File: src/rtl/ccd_cds_sampler_if.sv
// Wishbone slave bundle between the Caravel management core and the CDS sampler.
interface ccd_cds_sampler_if;
    logic        wbs_stb_i;
    logic        wbs_cyc_i;
    logic        wbs_we_i;
    logic [3:0]  wbs_sel_i;
    logic [31:0] wbs_dat_i;
    logic [31:0] wbs_adr_i;
    logic        wbs_ack_o;
    logic [31:0] wbs_dat_o;

    modport master (
        output wbs_stb_i, wbs_cyc_i, wbs_we_i, wbs_sel_i, wbs_dat_i, wbs_adr_i,
        input  wbs_ack_o, wbs_dat_o
    );

    modport slave (
        input  wbs_stb_i, wbs_cyc_i, wbs_we_i, wbs_sel_i, wbs_dat_i, wbs_adr_i,
        output wbs_ack_o, wbs_dat_o
    );
endinterface

File: src/rtl/ccd_cds_sampler.sv
// Correlated double sampler: times reference/signal ADC conversions off the CCD phases,
// stores clamped (ref - sig) pixels tagged with the line count in a FIFO drained over Wishbone.
// states: IDLE wait phi_r fall | WAIT_REF/WAIT_SIG delay | CONV_REF/CONV_SIG await adc_done | ARM_SIG wait phi_l2 fall | STORE push
module ccd_cds_sampler #(
    parameter int          ADC_WIDTH      = 12,
    parameter int          REF_DELAY      = 4,
    parameter int          SIG_DELAY      = 4,
    parameter int          FIFO_DEPTH     = 16,
    parameter logic [31:0] CTRL_ADDRESS   = 32'h3000_0020,
    parameter logic [31:0] STATUS_ADDRESS = 32'h3000_0024,
    parameter logic [31:0] DATA_ADDRESS   = 32'h3000_0028,
    parameter logic [31:0] LINE_ADDRESS   = 32'h3000_002C
) (
    input  logic                 wb_clk_i,
    input  logic                 wb_rst_i,
    ccd_cds_sampler_if.slave     wbs,
    input  logic                 phi_p_i,
    input  logic                 phi_l2_i,
    input  logic                 phi_r_i,
    output logic                 adc_start_o,
    input  logic                 adc_done_i,
    input  logic [ADC_WIDTH-1:0] adc_data_i
);
    localparam int AW = $clog2(FIFO_DEPTH);
    localparam int LW = AW + 1;
    localparam int EW = 16 + ADC_WIDTH;
    localparam int CW = 8;

    localparam logic [2:0] S_IDLE     = 3'd0;
    localparam logic [2:0] S_WAIT_REF = 3'd1;
    localparam logic [2:0] S_CONV_REF = 3'd2;
    localparam logic [2:0] S_ARM_SIG  = 3'd3;
    localparam logic [2:0] S_WAIT_SIG = 3'd4;
    localparam logic [2:0] S_CONV_SIG = 3'd5;
    localparam logic [2:0] S_STORE    = 3'd6;

    logic [2:0]           r_sync_r, r_sync_l2, r_sync_p;
    logic [2:0]           r_state;
    logic [CW-1:0]        r_cnt;
    logic                 r_adc_start;
    logic [ADC_WIDTH-1:0] r_ref, r_sig;
    logic                 r_enable, r_overflow, r_missed;
    logic [15:0]          r_line_cnt;
    logic [EW-1:0]        r_mem [FIFO_DEPTH];
    logic [AW-1:0]        r_wr_ptr, r_rd_ptr;
    logic [LW-1:0]        r_level;
    logic                 r_ack;
    logic [31:0]          r_dat;

    logic                 w_r_fall, w_l2_fall, w_p_rise, w_fsm_run;
    logic                 w_sel_ctrl, w_sel_status, w_sel_data, w_sel_line, w_hit;
    logic                 w_req, w_wr, w_rd, w_clear;
    logic                 w_full, w_empty, w_push, w_push_ok, w_pop;
    logic [ADC_WIDTH-1:0] w_pixel;
    logic [31:0]          w_rd_data;
    logic                 w_unused;

    // Sync chains run through reset so no false edge appears when reset is released.
    always_ff @(posedge wb_clk_i) begin
        r_sync_r  <= {r_sync_r[1:0],  phi_r_i};
        r_sync_l2 <= {r_sync_l2[1:0], phi_l2_i};
        r_sync_p  <= {r_sync_p[1:0],  phi_p_i};
    end

    assign w_r_fall  = r_sync_r[2]  & ~r_sync_r[1];
    assign w_l2_fall = r_sync_l2[2] & ~r_sync_l2[1];
    assign w_p_rise  = ~r_sync_p[2] &  r_sync_p[1];
    assign w_fsm_run = r_enable & ~w_p_rise;

    assign w_sel_ctrl   = (wbs.wbs_adr_i == CTRL_ADDRESS);
    assign w_sel_status = (wbs.wbs_adr_i == STATUS_ADDRESS);
    assign w_sel_data   = (wbs.wbs_adr_i == DATA_ADDRESS);
    assign w_sel_line   = (wbs.wbs_adr_i == LINE_ADDRESS);
    assign w_hit   = w_sel_ctrl | w_sel_status | w_sel_data | w_sel_line;
    assign w_req   = wbs.wbs_stb_i & wbs.wbs_cyc_i & w_hit & ~r_ack;
    assign w_wr    = w_req & wbs.wbs_we_i;
    assign w_rd    = w_req & ~wbs.wbs_we_i;
    assign w_clear = w_wr & w_sel_ctrl & wbs.wbs_dat_i[1];

    assign w_full    = (r_level == LW'(FIFO_DEPTH));
    assign w_empty   = (r_level == '0);
    assign w_pop     = w_rd & w_sel_data & ~w_empty;
    assign w_push    = w_fsm_run & (r_state == S_STORE) & ~w_clear;
    assign w_push_ok = w_push & (~w_full | w_pop);
    assign w_pixel   = (r_ref >= r_sig) ? (r_ref - r_sig) : '0;
    assign w_unused  = ^{wbs.wbs_sel_i, wbs.wbs_dat_i[31:2]};

    always_ff @(posedge wb_clk_i) begin
        if (!wb_rst_i) begin
            r_state     <= S_IDLE;
            r_cnt       <= '0;
            r_adc_start <= 1'b0;
            r_ref       <= '0;
            r_sig       <= '0;
        end else begin
            r_adc_start <= 1'b0;
            if (!w_fsm_run) begin
                r_state <= S_IDLE;
            end else begin
                case (r_state)
                    S_IDLE: if (w_r_fall) begin
                        r_state <= S_WAIT_REF;
                        r_cnt   <= CW'(REF_DELAY);
                    end
                    S_WAIT_REF: if (r_cnt <= CW'(1)) begin
                        r_state     <= S_CONV_REF;
                        r_cnt       <= '0;
                        r_adc_start <= 1'b1;
                    end else begin
                        r_cnt <= r_cnt - 1'b1;
                    end
                    S_CONV_REF: if (adc_done_i) begin
                        r_ref   <= adc_data_i;
                        r_state <= S_ARM_SIG;
                    end
                    S_ARM_SIG: if (w_l2_fall) begin
                        r_state <= S_WAIT_SIG;
                        r_cnt   <= CW'(SIG_DELAY);
                    end
                    S_WAIT_SIG: if (r_cnt <= CW'(1)) begin
                        r_state     <= S_CONV_SIG;
                        r_cnt       <= '0;
                        r_adc_start <= 1'b1;
                    end else begin
                        r_cnt <= r_cnt - 1'b1;
                    end
                    S_CONV_SIG: if (adc_done_i) begin
                        r_sig   <= adc_data_i;
                        r_state <= S_STORE;
                    end
                    default: r_state <= S_IDLE;
                endcase
            end
        end
    end

    always_ff @(posedge wb_clk_i) begin
        if (!wb_rst_i) begin
            r_line_cnt <= '0;
            r_overflow <= 1'b0;
            r_missed   <= 1'b0;
        end else if (w_clear) begin
            r_line_cnt <= '0;
            r_overflow <= 1'b0;
            r_missed   <= 1'b0;
        end else begin
            if (w_p_rise)
                r_line_cnt <= r_line_cnt + 1'b1;
            if (w_push & ~w_push_ok)
                r_overflow <= 1'b1;
            if (w_r_fall & ~w_p_rise & (r_state != S_IDLE) & (r_state != S_STORE))
                r_missed <= 1'b1;
        end
    end

    always_ff @(posedge wb_clk_i) begin
        if (!wb_rst_i) begin
            r_wr_ptr <= '0;
            r_rd_ptr <= '0;
            r_level  <= '0;
        end else if (w_clear) begin
            r_wr_ptr <= '0;
            r_rd_ptr <= '0;
            r_level  <= '0;
        end else begin
            if (w_push_ok)
                r_wr_ptr <= r_wr_ptr + 1'b1;
            if (w_pop)
                r_rd_ptr <= r_rd_ptr + 1'b1;
            r_level <= r_level + LW'(w_push_ok) - LW'(w_pop);
        end
    end

    always_ff @(posedge wb_clk_i) begin
        if (w_push_ok)
            r_mem[r_wr_ptr] <= {r_line_cnt, w_pixel};
    end

    always_comb begin
        w_rd_data = '0;
        if (w_sel_ctrl)
            w_rd_data = {31'b0, r_enable};
        else if (w_sel_status)
            w_rd_data = {20'b0, r_missed, r_overflow, w_full, w_empty, 8'(r_level)};
        else if (w_sel_data)
            w_rd_data = w_empty ? '0 : 32'(r_mem[r_rd_ptr]);
        else if (w_sel_line)
            w_rd_data = {16'b0, r_line_cnt};
    end

    always_ff @(posedge wb_clk_i) begin
        if (!wb_rst_i) begin
            r_ack    <= 1'b0;
            r_dat    <= '0;
            r_enable <= 1'b0;
        end else begin
            r_ack <= w_req;
            r_dat <= w_rd ? w_rd_data : '0;
            if (w_wr & w_sel_ctrl)
                r_enable <= wbs.wbs_dat_i[0];
        end
    end

    assign wbs.wbs_ack_o = r_ack;
    assign wbs.wbs_dat_o = r_dat;
    assign adc_start_o   = r_adc_start;
endmodule
File: src/flat_wrapper.sv
// flat-port wrapper written by rule: the top's interface ports become plain ports
module ccd_cds_sampler_flat 
#(
    parameter int          ADC_WIDTH      = 12,
    parameter int          REF_DELAY      = 4,
    parameter int          SIG_DELAY      = 4,
    parameter int          FIFO_DEPTH     = 16,
    parameter logic [31:0] CTRL_ADDRESS   = 32'h3000_0020,
    parameter logic [31:0] STATUS_ADDRESS = 32'h3000_0024,
    parameter logic [31:0] DATA_ADDRESS   = 32'h3000_0028,
    parameter logic [31:0] LINE_ADDRESS   = 32'h3000_002C
)
  (wb_clk_i, wb_rst_i, phi_p_i, phi_l2_i, phi_r_i, adc_start_o, adc_done_i, adc_data_i, wbs_wbs_stb_i, wbs_wbs_cyc_i, wbs_wbs_we_i, wbs_wbs_sel_i, wbs_wbs_dat_i, wbs_wbs_adr_i, wbs_wbs_ack_o, wbs_wbs_dat_o);
  ccd_cds_sampler_if wbs_i ();
  input  logic wb_clk_i;
  input  logic wb_rst_i;
  input  logic phi_p_i;
  input  logic phi_l2_i;
  input  logic phi_r_i;
  output logic adc_start_o;
  input  logic adc_done_i;
  input  logic [ADC_WIDTH-1:0] adc_data_i;
  input wire logic [$bits(wbs_i.wbs_stb_i)-1:0] wbs_wbs_stb_i;
  input wire logic [$bits(wbs_i.wbs_cyc_i)-1:0] wbs_wbs_cyc_i;
  input wire logic [$bits(wbs_i.wbs_we_i)-1:0] wbs_wbs_we_i;
  input wire logic [$bits(wbs_i.wbs_sel_i)-1:0] wbs_wbs_sel_i;
  input wire logic [$bits(wbs_i.wbs_dat_i)-1:0] wbs_wbs_dat_i;
  input wire logic [$bits(wbs_i.wbs_adr_i)-1:0] wbs_wbs_adr_i;
  output wire logic [$bits(wbs_i.wbs_ack_o)-1:0] wbs_wbs_ack_o;
  output wire logic [$bits(wbs_i.wbs_dat_o)-1:0] wbs_wbs_dat_o;
  assign wbs_i.wbs_stb_i = wbs_wbs_stb_i;
  assign wbs_i.wbs_cyc_i = wbs_wbs_cyc_i;
  assign wbs_i.wbs_we_i = wbs_wbs_we_i;
  assign wbs_i.wbs_sel_i = wbs_wbs_sel_i;
  assign wbs_i.wbs_dat_i = wbs_wbs_dat_i;
  assign wbs_i.wbs_adr_i = wbs_wbs_adr_i;
  assign wbs_wbs_ack_o = wbs_i.wbs_ack_o;
  assign wbs_wbs_dat_o = wbs_i.wbs_dat_o;
  ccd_cds_sampler #(.ADC_WIDTH(ADC_WIDTH), .REF_DELAY(REF_DELAY), .SIG_DELAY(SIG_DELAY), .FIFO_DEPTH(FIFO_DEPTH), .CTRL_ADDRESS(CTRL_ADDRESS), .STATUS_ADDRESS(STATUS_ADDRESS), .DATA_ADDRESS(DATA_ADDRESS), .LINE_ADDRESS(LINE_ADDRESS)) u_core (.wb_clk_i(wb_clk_i), .wb_rst_i(wb_rst_i), .wbs(wbs_i), .phi_p_i(phi_p_i), .phi_l2_i(phi_l2_i), .phi_r_i(phi_r_i), .adc_start_o(adc_start_o), .adc_done_i(adc_done_i), .adc_data_i(adc_data_i));
endmodule
File: config.mk
export PLATFORM = sky130hd
export DESIGN_NAME = ccd_cds_sampler_flat
export DESIGN_NICKNAME = d
export VERILOG_FILES = /design/src/rtl/ccd_cds_sampler_if.sv /design/src/rtl/ccd_cds_sampler.sv /design/src/flat_wrapper.sv
export SDC_FILE = /design/constraint.sdc
export NUM_CORES = 1
export LEC_CHECK = 0
export CORE_MARGIN = 2
export CORE_UTILIZATION = 55
export DETAILED_ROUTE_END_ITERATION = 10
export PLACE_DENSITY = 0.79
export SLEW_MARGIN = 40
export SYNTH_ARGS = -nofsm -noshare
export SYNTH_HDL_FRONTEND = slang
export SYNTH_SLANG_ARGS = --single-unit
File: constraint.sdc
create_clock -name wb_clk_i -period 7.9 [get_ports wb_clk_i]
set_clock_uncertainty 0.1 [all_clocks]
set_input_delay 1.185 -clock wb_clk_i [delete_from_list [all_inputs] [get_ports wb_clk_i]]
set_output_delay 1.185 -clock wb_clk_i [all_outputs]
set_load 0.1 [all_outputs]
# Yosys cells after proc, flatten, opt, wreduce, memory -nomap -nowiden
# Memories as Yosys holds them, arrays and structs flattened. A register that Yosys moved wholly into a read port is not among the register bits.
# Index checks and enable logic that the tools add are counted.
# word_totals
in_bits	89
register_bits	110
ramBits	448
n_memories	1
latchBits	0
output_inout_bits	34
rom_bits	0
# mem_list
name	depth	word_bits	rd	rd_ports_with_merged_regs	wr	line	text
u_core.r_mem	16	28	1	1	1	ccd_cds_sampler.sv:44	logic [EW-1:0] r_mem [FIFO_DEPTH];
# op_classes
n_shift	0
addsub	7
n_mux	22
multipliers	0
eq_ne	18
bitwise	36
reduce_logical	15
order_cmp	2
n_div	0
# ops
cell	n
32-bit by 30-bit == test with 1-bit output, second input constant	4
28-bit 2-to-1 mux	2
12-bit 2-to-1 mux	2
8-bit 2-to-1 mux	3
8-bit one-hot mux with 3 select lines	1
1-bit AND	20
3-bit 2-to-1 mux	6
3-bit one-hot mux with 6 select lines	1
16-bit by 1-bit adder with 16-bit output, second input constant	1
16-bit 2-to-1 mux	1
12-bit greater-or-equal comparator	1
1-bit NOT	12
12-bit subtractor	1
3-bit == test, second input constant	3
3-bit AND reduction	3
4-bit by 1-bit adder with 4-bit output, second input constant	2
8-bit by 1-bit less-or-equal comparator with 1-bit output, second input constant	1
4-bit 2-to-1 mux	2
2-bit by 1-bit inequality test with 1-bit output, second input constant	4
8-bit by 1-bit subtractor with 8-bit output, second input constant	1
3-bit by 2-bit == test with 1-bit output, second input constant	2
6-bit AND reduction	1
3-bit nonzero test	2
5-bit by 1-bit adder with 5-bit output	1
14 further kinds	23

# Logic depth before layout (Yosys ltp)
# logic_depth
ltp_word	14
ltp_mapped	14
mapped_depth_nobuf	14

# Worst setup path before layout
# OpenSTA, ideal clock, no wires.
# synth_path
path_type	input -> register
start	in wbs_wbs_adr_i[10]
end	mem u_core.r_mem[11][0] (netlist name) (enable)
cell_stages	7
arrival_ns	4.788
required_time_ns	7.352
path_slack_ns	2.564
setup_ns	0.448
cell_sequence	or4_4 -> nor4b_1 -> nand4_1 -> a211oi_1 -> buf_2 -> nand2_1 -> nor3_1
# synth_via
elab_chain_len	14
# synth_lines
element	line	text
from (decl)	flat_wrapper.sv:28	input wire logic [$bits(wbs_i.wbs_adr_i)-1:0] wbs_wbs_adr_i;
32-bit by 30-bit == test with 1-bit output (on tied branches)	ccd_cds_sampler.sv:70, ccd_cds_sampler.sv:71	
1-bit bitwise OR (3 in series)	ccd_cds_sampler.sv:74	assign w_hit = w_sel_ctrl | w_sel_status | w_sel_data | w_sel_line;
1-bit AND (2 in series)	ccd_cds_sampler.sv:75	assign w_req = wbs.wbs_stb_i & wbs.wbs_cyc_i & w_hit & ~r_ack;
1-bit AND	ccd_cds_sampler.sv:76	assign w_wr = w_req & wbs.wbs_we_i;
1-bit AND (2 in series)	ccd_cds_sampler.sv:78	assign w_clear = w_wr & w_sel_ctrl & wbs.wbs_dat_i[1];
1-bit NOT	ccd_cds_sampler.sv:83	assign w_push = w_fsm_run & (r_state == S_STORE) & ~w_clear;
1-bit AND	ccd_cds_sampler.sv:83	
1-bit AND *	ccd_cds_sampler.sv:84	assign w_push_ok = w_push & (~w_full | w_pop);
1-bit 2-to-1 mux *	ccd_cds_sampler.sv:175	if (w_push_ok)
1-bit 2-to-1 mux (not written as such) *	ccd_cds_sampler.sv:176	r_mem[r_wr_ptr] <= {r_line_cnt, w_pixel};
to (decl)	ccd_cds_sampler.sv:44	
# Every way passes the cells marked *; elsewhere a longest branch is shown, timed or not.

# Worst setup path after layout
# layout_path
start	in wbs_wbs_adr_i[3]
end	mem u_core.r_mem[11][5] (netlist name) (enable)
# The elaborated chain is that of the path after synthesis.

==> run metrics <==
Power, Total=0.005831 W; status=complete, no violations; Initial Util=55.66%; ranking of synthesized cells by area=edfxtp_1, mux4_2, dfxtp_1; crit-path max FO=20; drt total wl=48600 um; ANT nets after route=0; Slew headroom=39.05%; Fmax=206.3 MHz; I/O pin cnt=123; Yosys cell types=63; via count=11820; DP HPWL=26090 um; Critical Path Source Type=input pin; DIE HEIGHT=204.5 um; instance area at placement=23490 um^2; Worst-path clk slew=0.06 ns; CTS Hold Bufs=0; Avg Vias per Cell=6.253; Post-CTS Setup Bufs=0; pin slew with the least headroom to its limit=0.9114 ns; Skew-Pair Late Insertion Delay=0.63 ns; overall routing resource usage=23.87%; CTS H-tree depth=2; first-pass GRT wire length=73110 um; setup TNS=0 ns; vias in the first global route=12260; gr ovfl total=0; sequential cell area=15670 um^2; Synth area leader=edfxtp_1; layout cells sized above 1=23.22%; PwrDens=229.6 nW/um^2; TritonCTS buffer count=55; Post-synth EDFFs=448; pin count of the biggest net entering global routing=65; type of the worst min-delay path=reg2reg; CTS tree=built; Placer Congestion=0.8293; CP Data Arrival Time=5.05 ns; Max VDD drop=0.1773 mV; ant diodes=0; post-synthesis cell count=1218; Crit. End Element=flop; CORE AREA=39730 um^2; sequential area share after synthesis=70.79%; most common cell in the netlist=edfxtp_1; Port Buf Inserts=84; period utilization=61.37%; chip width=204.5 um; area delta synth->final=14.81%; Final Setup Violations=0; clock tree sinks=558; DR iter-0 viols=1241; post-cts gate resize count=0; LEAKAGE=8.951 nW; Multi-input gate area=6208 um^2; yosys warns=0; Clock Tree Root=clkbuf_16; critical path class=in2reg; Max Cap Violations=0; cell area after synthesis=22110 um^2; DR pass1 iterations=5; clock tree buffer depth=3; Final nets=1436; RSZ-0062 raised after global routing=false; Routed wire per std cell=25.71 um; Final Max Tran Viols=0; Synth top cells by count=edfxtp_1, mux4_2, dfxtp_1, nor2_1, inv_1; Die ar.=41830 um^2; Synth top area share=60.83%; Avg Cell Area, Syn=18.16 um^2; Design Area, Final=25390 um^2; num rows=73; Hold Vio Cnt, Final=0; Worst EP required=8.10 ns; # DRC=0; fraction of registers with async set/reset=0%; Yosys reg bits=558; top_reg_cell synth=edfxtp_1; initial antenna violation count=0; fillcell total=2671; Tmin final=4.848 ns
[power breakdown]
group / switching [W] / internal [W]
clock: 0.00111 / 0.00152
sequential: 0.00000427 / 0.00313
combinational: 0.0000299 / 0.0000297
total: 0.00115 / 0.00468
[critical path: stages]
cell	delay, ns
clkdlybuf4s50_1	0.94
inv_1	0.26
nor4_1	0.48
nand4_1	0.25
a211oi_4	0.58
buf_4	0.28
nand2_1	0.18
nor3_4	0.60
buf_12	0.29
[worst paths after layout]
path / startpoint / end / slack [ns] / cells after the start
min reg2reg: u_core.r_sync_p[0] / u_core.r_sync_p[1] / 0.23 / 0
min: u_core.r_sync_p[0] / u_core.r_sync_p[1] / 0.23 / 0
max: wbs_wbs_adr_i[3] / u_core.r_mem[11][5] / 3.05 / 9
max reg2reg: u_core.r_level[2] / u_core.r_mem[11][5] / 4.06 / 10
[sequential cells by signal, summed over array words and instances, names as in the netlist, 3 cells and up, named ones only]
name	cells
u_core.r_mem	448
u_core.wbs.wbs_dat_o	28
u_core.r_line_cnt	16
u_core.r_ref	12
u_core.r_sig	12
u_core.r_cnt	8
u_core.r_level	5
u_core.r_rd_ptr	4
u_core.r_wr_ptr	4
u_core.r_state	3
u_core.r_sync_l2	3
u_core.r_sync_p	3
u_core.r_sync_r	3
[placed cells by master (no fill, tap or decap), types with 10 or more instances in the layout]
master and count:
a21oi_1 16, and3_1 13, and3_4 12, buf_2 30, buf_4 13, clkbuf_1 12, clkbuf_16 55, clkdlybuf4s50_1 54
dfxtp_1 106, edfxtp_1 448, ha_1 26, inv_1 36, mux2i_1 35, mux4_2 140, nand2_1 23, nand3_1 21
nand4_1 12, nor2_1 85, nor3_1 11, nor4_1 10, xnor2_1 16, xor2_1 20
[logic make-up after synthesis]
kind of cell | count (synthesis) | synth area share, %
flip-flops | 558 | 70.79
adder cells (fa/ha/maj) | 28 | 1.652
multiplexers | 176 | 15.89
other | 1 | 0.01696
buffers and inverters | 98 | 1.918
AO/OA/AOI/OAI | 77 | 2.444
AND/OR/NAND/NOR | 244 | 5.861
XOR/XNOR | 36 | 1.426
[layer usage]
metal	wire length [um]	vias to the layer above	global-route usage (%)
met5	0	-	0
met1	18830	6019	31.99
li1	-	5061	-
met4	1347	0	8.747
met2	24260	630	39.92
met3	4165	109	3.898
[area by class of cell]
cell class | instances | area share [%]
clock buffer | 74 | 5.977
timing repair buffer | 102 | 3.425
sequential | 558 | 61.72
multi-input combinational | 565 | 24.45
tap | 525 | 2.587
clock inverter | 29 | 1.296
inverter | 37 | 0.5470
[metrics by stage]
stage / setup WS [ns] / hold slack (ns) / instances / utilization [%]
2_1_floorplan: 2.564 / 0.2096 / 1221 / -
3_3_place_gp: 2.199 / 0.2144 / 1783 / 59.19
3_5_place_dp: 2.364 / 0.2121 / 1785 / 59.11
4_1_cts: 2.971 / 0.2256 / 1888 / 63.76
5_1_grt: 2.730 / 0.2334 / 1890 / 63.90
6_report: 3.052 / 0.2250 / 1890 / 63.90
Power figures use the tool's default switching activity.
